`config.mk`:
```
export PLATFORM = sky130hd
export DESIGN_NAME = lsu_mem_initiator
export DESIGN_NICKNAME = d
export VERILOG_FILES = /design/src/rtl/lsu_pkg.sv /design/src/rtl/lsu_load_ext.sv /design/src/rtl/lsu_mem_initiator.sv
export SDC_FILE = /design/constraint.sdc
export NUM_CORES = 1
export LEC_CHECK = 0
export BUFFER_PORTS_ARGS = -buffer_cell sky130_fd_sc_hd__buf_2
export CAP_MARGIN = 0
export CORE_MARGIN = 4
export CORE_UTILIZATION = 45
export CTS_CLUSTER_DIAMETER = 30
export DETAILED_ROUTE_END_ITERATION = 6
export HOLD_SLACK_MARGIN = 0.06
export PLACE_DENSITY = 0.77
export SLEW_MARGIN = 20
export SYNTH_ARGS = -nofsm -noshare
export SYNTH_HDL_FRONTEND = slang
export SYNTH_SLANG_ARGS = --single-unit
export TNS_END_PERCENT = 20
```
`constraint.sdc`:
```
create_clock -name clk -period 2.3 [get_ports clk]
set_input_delay 0.23 -clock clk [delete_from_list [all_inputs] [get_ports clk]]
set_output_delay 0.23 -clock clk [all_outputs]
set_load 0.01 [all_outputs]
```
`src/rtl/lsu_pkg.sv`:
```
// Shared definitions for the load/store unit: RV32 funct3 width codes,
// RAM enable encodings, the controller state type and small decode helpers.
package lsu_pkg;

  localparam logic [2:0] F3_B  = 3'b000;
  localparam logic [2:0] F3_H  = 3'b001;
  localparam logic [2:0] F3_W  = 3'b010;
  localparam logic [2:0] F3_BU = 3'b100;
  localparam logic [2:0] F3_HU = 3'b101;

  localparam logic [1:0] EN_NONE = 2'b00;
  localparam logic [1:0] EN_BYTE = 2'b01;
  localparam logic [1:0] EN_HALF = 2'b10;
  localparam logic [1:0] EN_WORD = 2'b11;

  typedef enum logic [1:0] {
    IDLE,
    ISSUE,
    RESP
  } lsu_state_e;

  // Stores only know B/H/W; loads additionally accept the unsigned forms.
  function automatic logic f3_illegal(input logic we, input logic [2:0] f3);
    if (we) begin
      return !(f3 inside {F3_B, F3_H, F3_W});
    end
    return !(f3 inside {F3_B, F3_H, F3_W, F3_BU, F3_HU});
  endfunction

  // funct3[1:0] carries the access size for every legal code.
  function automatic logic [1:0] f3_enable(input logic [2:0] f3);
    case (f3[1:0])
      2'b00:   return EN_BYTE;
      2'b01:   return EN_HALF;
      2'b10:   return EN_WORD;
      default: return EN_NONE;
    endcase
  endfunction

  function automatic logic f3_misaligned(input logic [2:0] f3, input logic [1:0] lsb);
    case (f3[1:0])
      2'b01:   return lsb[0];
      2'b10:   return lsb != 2'b00;
      default: return 1'b0;
    endcase
  endfunction

endpackage

```
`src/rtl/lsu_load_ext.sv`:
```
// Combinational width/sign extension of right-aligned RAM read data.
// Ports:
//   funct3 - RV32 load width code
//   data   - raw RAM read data, right-aligned
//   ext    - extended result
module lsu_load_ext
  import lsu_pkg::*;
(
  input  logic [2:0]  funct3,
  input  logic [31:0] data,
  output logic [31:0] ext
);

  always_comb begin
    ext = data;
    case (funct3)
      F3_B:    ext = {{24{data[7]}}, data[7:0]};
      F3_H:    ext = {{16{data[15]}}, data[15:0]};
      F3_BU:   ext = {24'h0, data[7:0]};
      F3_HU:   ext = {16'h0, data[15:0]};
      default: ext = data;
    endcase
  end

endmodule

```
`src/rtl/lsu_mem_initiator.sv`:
```
// Load/store unit between the execute stage and the RAM data port.
// One request in flight: IDLE accepts, ISSUE strobes the RAM for one cycle
// (or idles for a faulted request), RESP holds the response until consumed.
// Ports:
//   clk, rst_n                      - clock, async active-low reset
//   req_valid/req_ready             - request handshake
//   req_we, req_funct3, req_addr,
//   req_wdata                       - request payload
//   resp_valid/resp_ready           - response handshake
//   resp_rdata, resp_err            - response payload
//   mem_addr, mem_write_en,
//   mem_read_en, mem_wdata          - RAM data port drive (all registered)
//   mem_rdata                       - RAM combinational read data
module lsu_mem_initiator
  import lsu_pkg::*;
#(
  parameter int unsigned ADDR_MSB = 15
) (
  input  logic        clk,
  input  logic        rst_n,
  input  logic        req_valid,
  output logic        req_ready,
  input  logic        req_we,
  input  logic [2:0]  req_funct3,
  input  logic [31:0] req_addr,
  input  logic [31:0] req_wdata,
  output logic        resp_valid,
  input  logic        resp_ready,
  output logic [31:0] resp_rdata,
  output logic        resp_err,
  output logic [31:0] mem_addr,
  output logic [1:0]  mem_write_en,
  output logic [1:0]  mem_read_en,
  output logic [31:0] mem_wdata,
  input  logic [31:0] mem_rdata
);

  lsu_state_e  state, state_nxt;

  logic        lat_we, lat_we_nxt;
  logic [2:0]  lat_f3, lat_f3_nxt;
  logic        lat_fault, lat_fault_nxt;

  logic        req_ready_nxt;
  logic        resp_valid_nxt;
  logic [31:0] resp_rdata_nxt;
  logic        resp_err_nxt;
  logic [31:0] mem_addr_nxt;
  logic [1:0]  mem_write_en_nxt;
  logic [1:0]  mem_read_en_nxt;
  logic [31:0] mem_wdata_nxt;

  logic        req_fault;
  logic [31:0] ext_data;

  // Priority order only matters for reporting; any hit suppresses the access.
  assign req_fault = f3_illegal(req_we, req_funct3)
                   || ((req_addr >> (ADDR_MSB + 1)) != '0)
                   || f3_misaligned(req_funct3, req_addr[1:0]);

  lsu_load_ext u_load_ext (
    .funct3 (lat_f3),
    .data   (mem_rdata),
    .ext    (ext_data)
  );

  // State and every output are registered together so a reset mid-ISSUE
  // drops the strobes asynchronously.
  always_ff @(posedge clk or negedge rst_n) begin
    if (!rst_n) begin
      state        <= IDLE;
      lat_we       <= 1'b0;
      lat_f3       <= '0;
      lat_fault    <= 1'b0;
      req_ready    <= 1'b1;
      resp_valid   <= 1'b0;
      resp_rdata   <= '0;
      resp_err     <= 1'b0;
      mem_addr     <= '0;
      mem_write_en <= EN_NONE;
      mem_read_en  <= EN_NONE;
      mem_wdata    <= '0;
    end else begin
      state        <= state_nxt;
      lat_we       <= lat_we_nxt;
      lat_f3       <= lat_f3_nxt;
      lat_fault    <= lat_fault_nxt;
      req_ready    <= req_ready_nxt;
      resp_valid   <= resp_valid_nxt;
      resp_rdata   <= resp_rdata_nxt;
      resp_err     <= resp_err_nxt;
      mem_addr     <= mem_addr_nxt;
      mem_write_en <= mem_write_en_nxt;
      mem_read_en  <= mem_read_en_nxt;
      mem_wdata    <= mem_wdata_nxt;
    end
  end

  always_comb begin
    state_nxt = state;
    case (state)
      IDLE:    if (req_valid) state_nxt = ISSUE;
      ISSUE:   state_nxt = RESP;
      RESP:    if (resp_ready) state_nxt = IDLE;
      default: state_nxt = IDLE;
    endcase
  end

  // Computes the value each registered output takes at the next edge.
  // Enables default to none, so they are only high for the ISSUE cycle.
  always_comb begin
    lat_we_nxt       = lat_we;
    lat_f3_nxt       = lat_f3;
    lat_fault_nxt    = lat_fault;
    req_ready_nxt    = req_ready;
    resp_valid_nxt   = resp_valid;
    resp_rdata_nxt   = resp_rdata;
    resp_err_nxt     = resp_err;
    mem_addr_nxt     = mem_addr;
    mem_wdata_nxt    = mem_wdata;
    mem_write_en_nxt = EN_NONE;
    mem_read_en_nxt  = EN_NONE;
    case (state)
      IDLE: begin
        req_ready_nxt = 1'b1;
        if (req_valid) begin
          req_ready_nxt = 1'b0;
          lat_we_nxt    = req_we;
          lat_f3_nxt    = req_funct3;
          lat_fault_nxt = req_fault;
          if (!req_fault) begin
            mem_addr_nxt  = req_addr;
            mem_wdata_nxt = req_we ? req_wdata : '0;
            if (req_we) mem_write_en_nxt = f3_enable(req_funct3);
            else        mem_read_en_nxt  = f3_enable(req_funct3);
          end
        end
      end
      ISSUE: begin
        resp_valid_nxt = 1'b1;
        resp_err_nxt   = lat_fault;
        resp_rdata_nxt = (lat_fault || lat_we) ? '0 : ext_data;
      end
      RESP: begin
        if (resp_ready) begin
          resp_valid_nxt = 1'b0;
          resp_err_nxt   = 1'b0;
          req_ready_nxt  = 1'b1;
        end
      end
      default: begin
        req_ready_nxt  = 1'b1;
        resp_valid_nxt = 1'b0;
        resp_err_nxt   = 1'b0;
      end
    endcase
  end

endmodule

```
## Yosys cells after proc, flatten, opt, wreduce, memory -nomap -nowiden

Index checks and enable logic that the tools add are counted.

- Register bits after elaboration: 110
- Bits in read-only memories: 0
- Memories: 0
- Latch bits: 0
- Memory bits (writable): 0
- Output and inout bits: 103

- Add/sub/neg operators: 0
- Reductions and logical operators: 18
- Multipliers: 0
- Multiplexer cells: 25
- Divide/modulo/power cells: 0
- $lt $le $gt $ge: 0
- Equal/unequal tests: 13
- Bitwise operators: 3
- Shift-type cells: 0

Operators by type and width:

| operator | count |
|---|---|
| $pmux W32 S4 | 1 |
| $mux W32 | 2 |
| $reduce_bool A32 Y1 | 1 |
| $mux W2 | 10 |
| $eq A3 B3 Y1 const B | 4 |
| $pmux W2 S3 | 2 |
| $pmux W1 S3 | 3 |
| $reduce_and A2 Y1 | 4 |
| $eq A3 B1 Y1 const B | 2 |
| $logic_not A3 Y1 | 2 |
| $mux W1 | 6 |
| $reduce_bool A5 Y1 | 1 |
| $eq A2 B1 Y1 const B | 2 |
| $eq A2 B2 Y1 const B | 2 |
| $logic_not A2 Y1 | 2 |
| $ne A2 B2 Y1 const B | 2 |
| $eq A3 B2 Y1 const B | 1 |
| $logic_or A1 B1 Y1 | 3 |
| $not A1 Y1 | 3 |
| $reduce_and A3 Y1 | 1 |
| $reduce_bool A3 Y1 | 1 |
| $logic_not A1 Y1 | 2 |
| $pmux W1 S2 | 1 |
| $reduce_bool A2 Y1 | 1 |

## Depth between registers and ports, before layout

- Word-level depth: 10
- Mapped depth: 8
- Depth with buffers taken out: 6

## Hierarchy

A second synthesis with hierarchy kept.

- Cells, all modules: 399
- Area, all modules: 4,642.0 um^2

Modules (own cells, without submodules):

| module | instances | area each (um^2) | cells each |
|---|---|---|---|
| lsu_mem_initiator | 1 | 4,286.6 | 332 |
| lsu_load_ext | 1 | 355.3 | 67 |

## Worst setup path after synthesis

OpenSTA, ideal clock, no wires.

- Path kind: reg2reg
- Start point: register state[0]
- End point: register mem_addr[4]
- Library setup time: 128 ps
- Arrival: 1,790 ps
- Setup slack: 383 ps
- Cell stages (with the launch flop): 6
- Period minus slack after synthesis: 1,917 ps
- Cells stage by stage: dfrtp_1 -> nor3b_4 -> nand2_2 -> a2111oi_4 -> buf_2 -> mux2_1

- Word-level cells in the longest chain between the ends: 2

RTL lines:

| element | line | RTL |
|---|---|---|
| from (decl) | lsu_mem_initiator.sv:38 | `lsu_state_e state, state_nxt;` |
| from (signal assigned) | lsu_mem_initiator.sv:84 | `state <= state_nxt;` |
| $logic_not A2 Y1 | lsu_mem_initiator.sv:123 | `case (state)` |
| $reduce_and A3 Y1 (no source line) | n/a |  |
| to (signal assigned) | lsu_mem_initiator.sv:92 | `mem_addr <= mem_addr_nxt;` |
| to (decl) | lsu_mem_initiator.sv:31 | `output logic [31:0] mem_addr,` |

No other way between the ends.
A chain may end at the register's enable or synchronous reset.

## Worst setup path after layout

- Start point: register state[0]
- End point: register mem_wdata[14]

- Word-level cells in the longest chain between the ends: 2

RTL lines:

| element | line | RTL |
|---|---|---|
| $logic_not A2 Y1 | lsu_mem_initiator.sv:123 |  |
| $reduce_and A3 Y1 (no source line) | n/a |  |
| to (signal assigned) | lsu_mem_initiator.sv:95 | `mem_wdata <= mem_wdata_nxt;` |
| to (decl) | lsu_mem_initiator.sv:34 | `output logic [31:0] mem_wdata,` |

No other way between the ends.

==> summary.md <==
| Metric | Value |
|---|---|
| Adder-cell area share of the yosys netlist | 0.838% |
| Synth Area in Simple Gates | 12.2% |
| Startpoint of the worst hold path | req_addr[4] |
| Die Wd | 108 um |
| Synth Flop Type | dfrtp_1 |
| Mux cell area share after synthesis | 12.6% |
| Max-cap violations | 0 |
| Met2 routed WL | 5540 um |
| Core area | 0.00973 sq mm |
| Initial DRC count | 112 |
| Overall routing resource usage | 19.5% |
| Ys Warns | 0 |
| Worst r2r path cells | 6 |
| Fin Setup TNS | 0 ns |
| Most common cell in the netlist | dfrtp_1 |
| WP data arrival | 2.26 ns |
| DR WL met3 | 999 um |
| Post-synthesis sequential area ratio | 61.5% |
| Synth Instances | 385 |
| Metal-1 WL | 4510 um |
| Crit-path cells | nor3b_4 > nand2_2 > a2111oi_4 > buf_4 > buf_4 > mux2i_1 |
| Hold Fails Final Rpt | 0 |
| Critical path buffers and inverters | 2 |
| Leak | 3.27 nW |
| Number of flops mapped to enable cells by yosys | 0 |
| Setup slack, reg-to-reg | 0.32 ns |
| Clock power share | 31.7% |
| Fmax achieved | 506 MHz |
| Setup Buffers After CTS | 0 |
| Maximum vdd drop | 280 uV |
| Top Family by Delay on Critical Path | buffers and inverters |
| Compound-Gate Fraction of Synth Area | 7.76% |
| Cell Area, Synth | 0.00448 sq mm |
| CTS Hold Bufs | 1 |
| R2R Path End | mem_wdata[14] |
| Clk buf depth | 2 |
| Most frequent cell on the critical path | buf_4 |
| CTS H-tree lvls | 3 |
| Area fraction of the dominant cell type after synthesis | 60.9% |
| Die Y | 108 um |
| Routability-driven placement congestion ratio | 0.747 |
| Final Setup Violations | 0 |
| Clk_skew | 0.00484 ns |
| Clk slew on worst S/H paths | 0.09 ns |
| DRT Pass-1 Iters | 4 |
| DRT Wirelength | 11200 um |
| Routed wire per std cell | 15.3 um |
| Gr ovfl total | 0 |
| FFs w/ async S/R, synth | 100% |
| Crit start category | flip-flop |
| Slew Limit Fails | 0 |
| Switching power | 0.00105 W |
| Most area-consuming cells after synthesis | dfrtp_1 61%, mux2i_1 7.6%, nand2_1 5.1% |
| Slowest CP cell | dfrtp_1 |
| Row Count | 36 |
| Switching Share | 26.4% |
| Nets@finish | 701 |
| Relative slew slack | 35.6% |
| XOR/XNOR Fraction of Synth Area | 0% |
| Initial core utilization | 46.1% |
| DR DRC count | 0 |
| Seq cells post-synth | 110 |
| Sequential cell area | 0.00275 sq mm |
| Avg Inst Size Synth | 11.6 sq um |
| Max FO, Critical Path | 18 |
| CTS buffer count | 9 |
| Final Core Density | 60.9% |
| Tot Pwr | 0.00399 W |
| Synth cell types | 32 |
| Part of the cycle the worst path needs | 86.0% |
| Largest family of logic cells by synthesized area | multiplexers |
| CTS Root Cell | clkbuf_8 |
| Share of cells above drive strength 1 | 40.2% |
| Pin count of the biggest net entering global routing | 46 |
| Commonest cells post-synth | 109 x dfrtp_1, 61 x nand2_1, 36 x inv_1 |
| PostCTS Resize Cnt | 0 |
| Worst path max stage delay | 0.47 ns |
| RSZ-0062 raised after global routing | no |
| CTS tree | yes |
| Worst-Skew Late Latency | 0.35 ns |
| Detailed Place HPWL | 8620 um |
| Status | completed |
| RR Startpoint | state[0] |
| Die area | 0.0116 sq mm |
| Area of the multi-input gates | 0.00150 sq mm |
| Power Density | 672 mW/mm^2 |
| IO Count | 207 |
| Layout fillers | 847 |
| Critical path type | flip-flop to flip-flop |
| Initial antenna violation count | 1 |
| Gate power share | 14.8% |
| # diodes | 0 |
| Post-route minimum period | 1.98 ns |
| Area Overhead vs Synth | 32.3% |
| Worst hold path class | input pin to flip-flop |
| Post-DRT Antenna Nets | 0 |
| Drt via density | 4.82 |
| Global-route wire length before repair | 17900 um |
| Clock sinks | 110 |
| Buffers on Ports | 206 |
| DR top layer | met5 |
| Hold Path Cell Cnt | 2 |
| Worst slew pin tran | 0.960 ns |
| Vias in the first global route | 3630 |
| Largest area contributor in the netlist | dfrtp_1 |
| DR vias | 3529 |
| Crit end category | flip-flop |
| Critical Path RT | 2.58 ns |
| Syn Nets | 492 |
| Sequential share of power | 53.5% |
| Hold Path End | mem_addr[4] |
| Cell-internal power | 0.00294 W |
[layout make-up]
cell class,count,share of cell area (%)
Multi-Input combinational cell,218,25.3
Inverter,36,2.28
Timing Repair Buffer,219,19.5
Clock inverter,3,1.14
Clock buffer,13,2.51
Tap cell,133,2.81
Sequential cell,110,46.5
[kinds of logic (layout without fill, tap and decap cells)]
group                      after synthesis  count (layout)
AOI/OAI and AO/OA                       50              50
adders and majority gates                3               3
buffers and inverters                   57             271
DFF                                    110             110
muxes                                   54              54
and+or+nand+nor                        111             111
[sequential cells by signal (all words and copies together) (netlist names)]
register,flops
mem_addr,32
resp_valid,1
mem_read_en,2
lat_we,1
resp_err,1
lat_fault,1
state,2
mem_write_en,2
mem_wdata,32
lat_f3,3
resp_rdata,32
req_ready,1
[power groups by stage]
stage	clock (W)	sequential, W	combinational (W)
after CTS	0.00131	0.00213	0.000598
after global placement	0	0.00215	0.000580
after global routing	0.00138	0.00215	0.000670
after floorplan	0	0.00213	0.000364
final	0.00126	0.00213	0.000591
after detailed placement	0	0.00217	0.000598
[worst max-delay path by stage]
stage,start,end,cells after the start
2_1_floorplan,state[0],mem_addr[4],5
3_3_place_gp,req_funct3[0],mem_addr[5],8
3_5_place_dp,req_funct3[0],mem_wdata[14],9
4_1_cts,state[0],mem_wdata[14],6
5_1_grt,lat_f3[0],resp_rdata[24],4
6_report,state[0],mem_wdata[14],6
[metal layers]
metal | GRT usage (%) | vias to the layer above
met2 | 32.1 | 135
met4 | 5.23 | 2
met5 | 0 | -
li1 | - | 1673
met3 | 6.90 | 16
met1 | 24.6 | 1703
[placed cells by master (no fill, tap or decap), types with 3 or more instances in the layout]
master / synthesis / final
o21ai_0: 21 / 21
nor4_1: 4 / 4
inv_1: 36 / 36
mux2_1: 16 / 16
ha_1: 3 / 3
and2_1: 16 / 16
o21ai_1: 7 / 7
nor2b_1: 16 / 16
a22o_1: 16 / 16
mux2_2: 4 / 4
buf_2: 3 / 205
buf_4: 1 / 11
clkbuf_1: 16 / 3
clkbuf_8: 0 / 10
mux2i_1: 34 / 34
nor2_1: 5 / 5
nand2_1: 61 / 61
dfrtp_1: 109 / 109
[metrics by stage]
| stage | cell area [sq um] | hold slack [ns] | worst slack (ns) | cells |
|---|---|---|---|---|
| 4_1_cts | 5930 | 0.0601 | 0.293 | 732 |
| 3_5_place_dp | 5700 | 0.251 | 0.106 | 715 |
| 3_3_place_gp | 5700 | 0.242 | 0.140 | 715 |
| 5_1_grt | 5930 | 0.0688 | 0.133 | 732 |
| 6_report | 5930 | 0.0838 | 0.322 | 732 |
| 2_1_floorplan | 4480 | -0.0656 | 0.383 | 385 |
(Power assumes the default switching activity.)
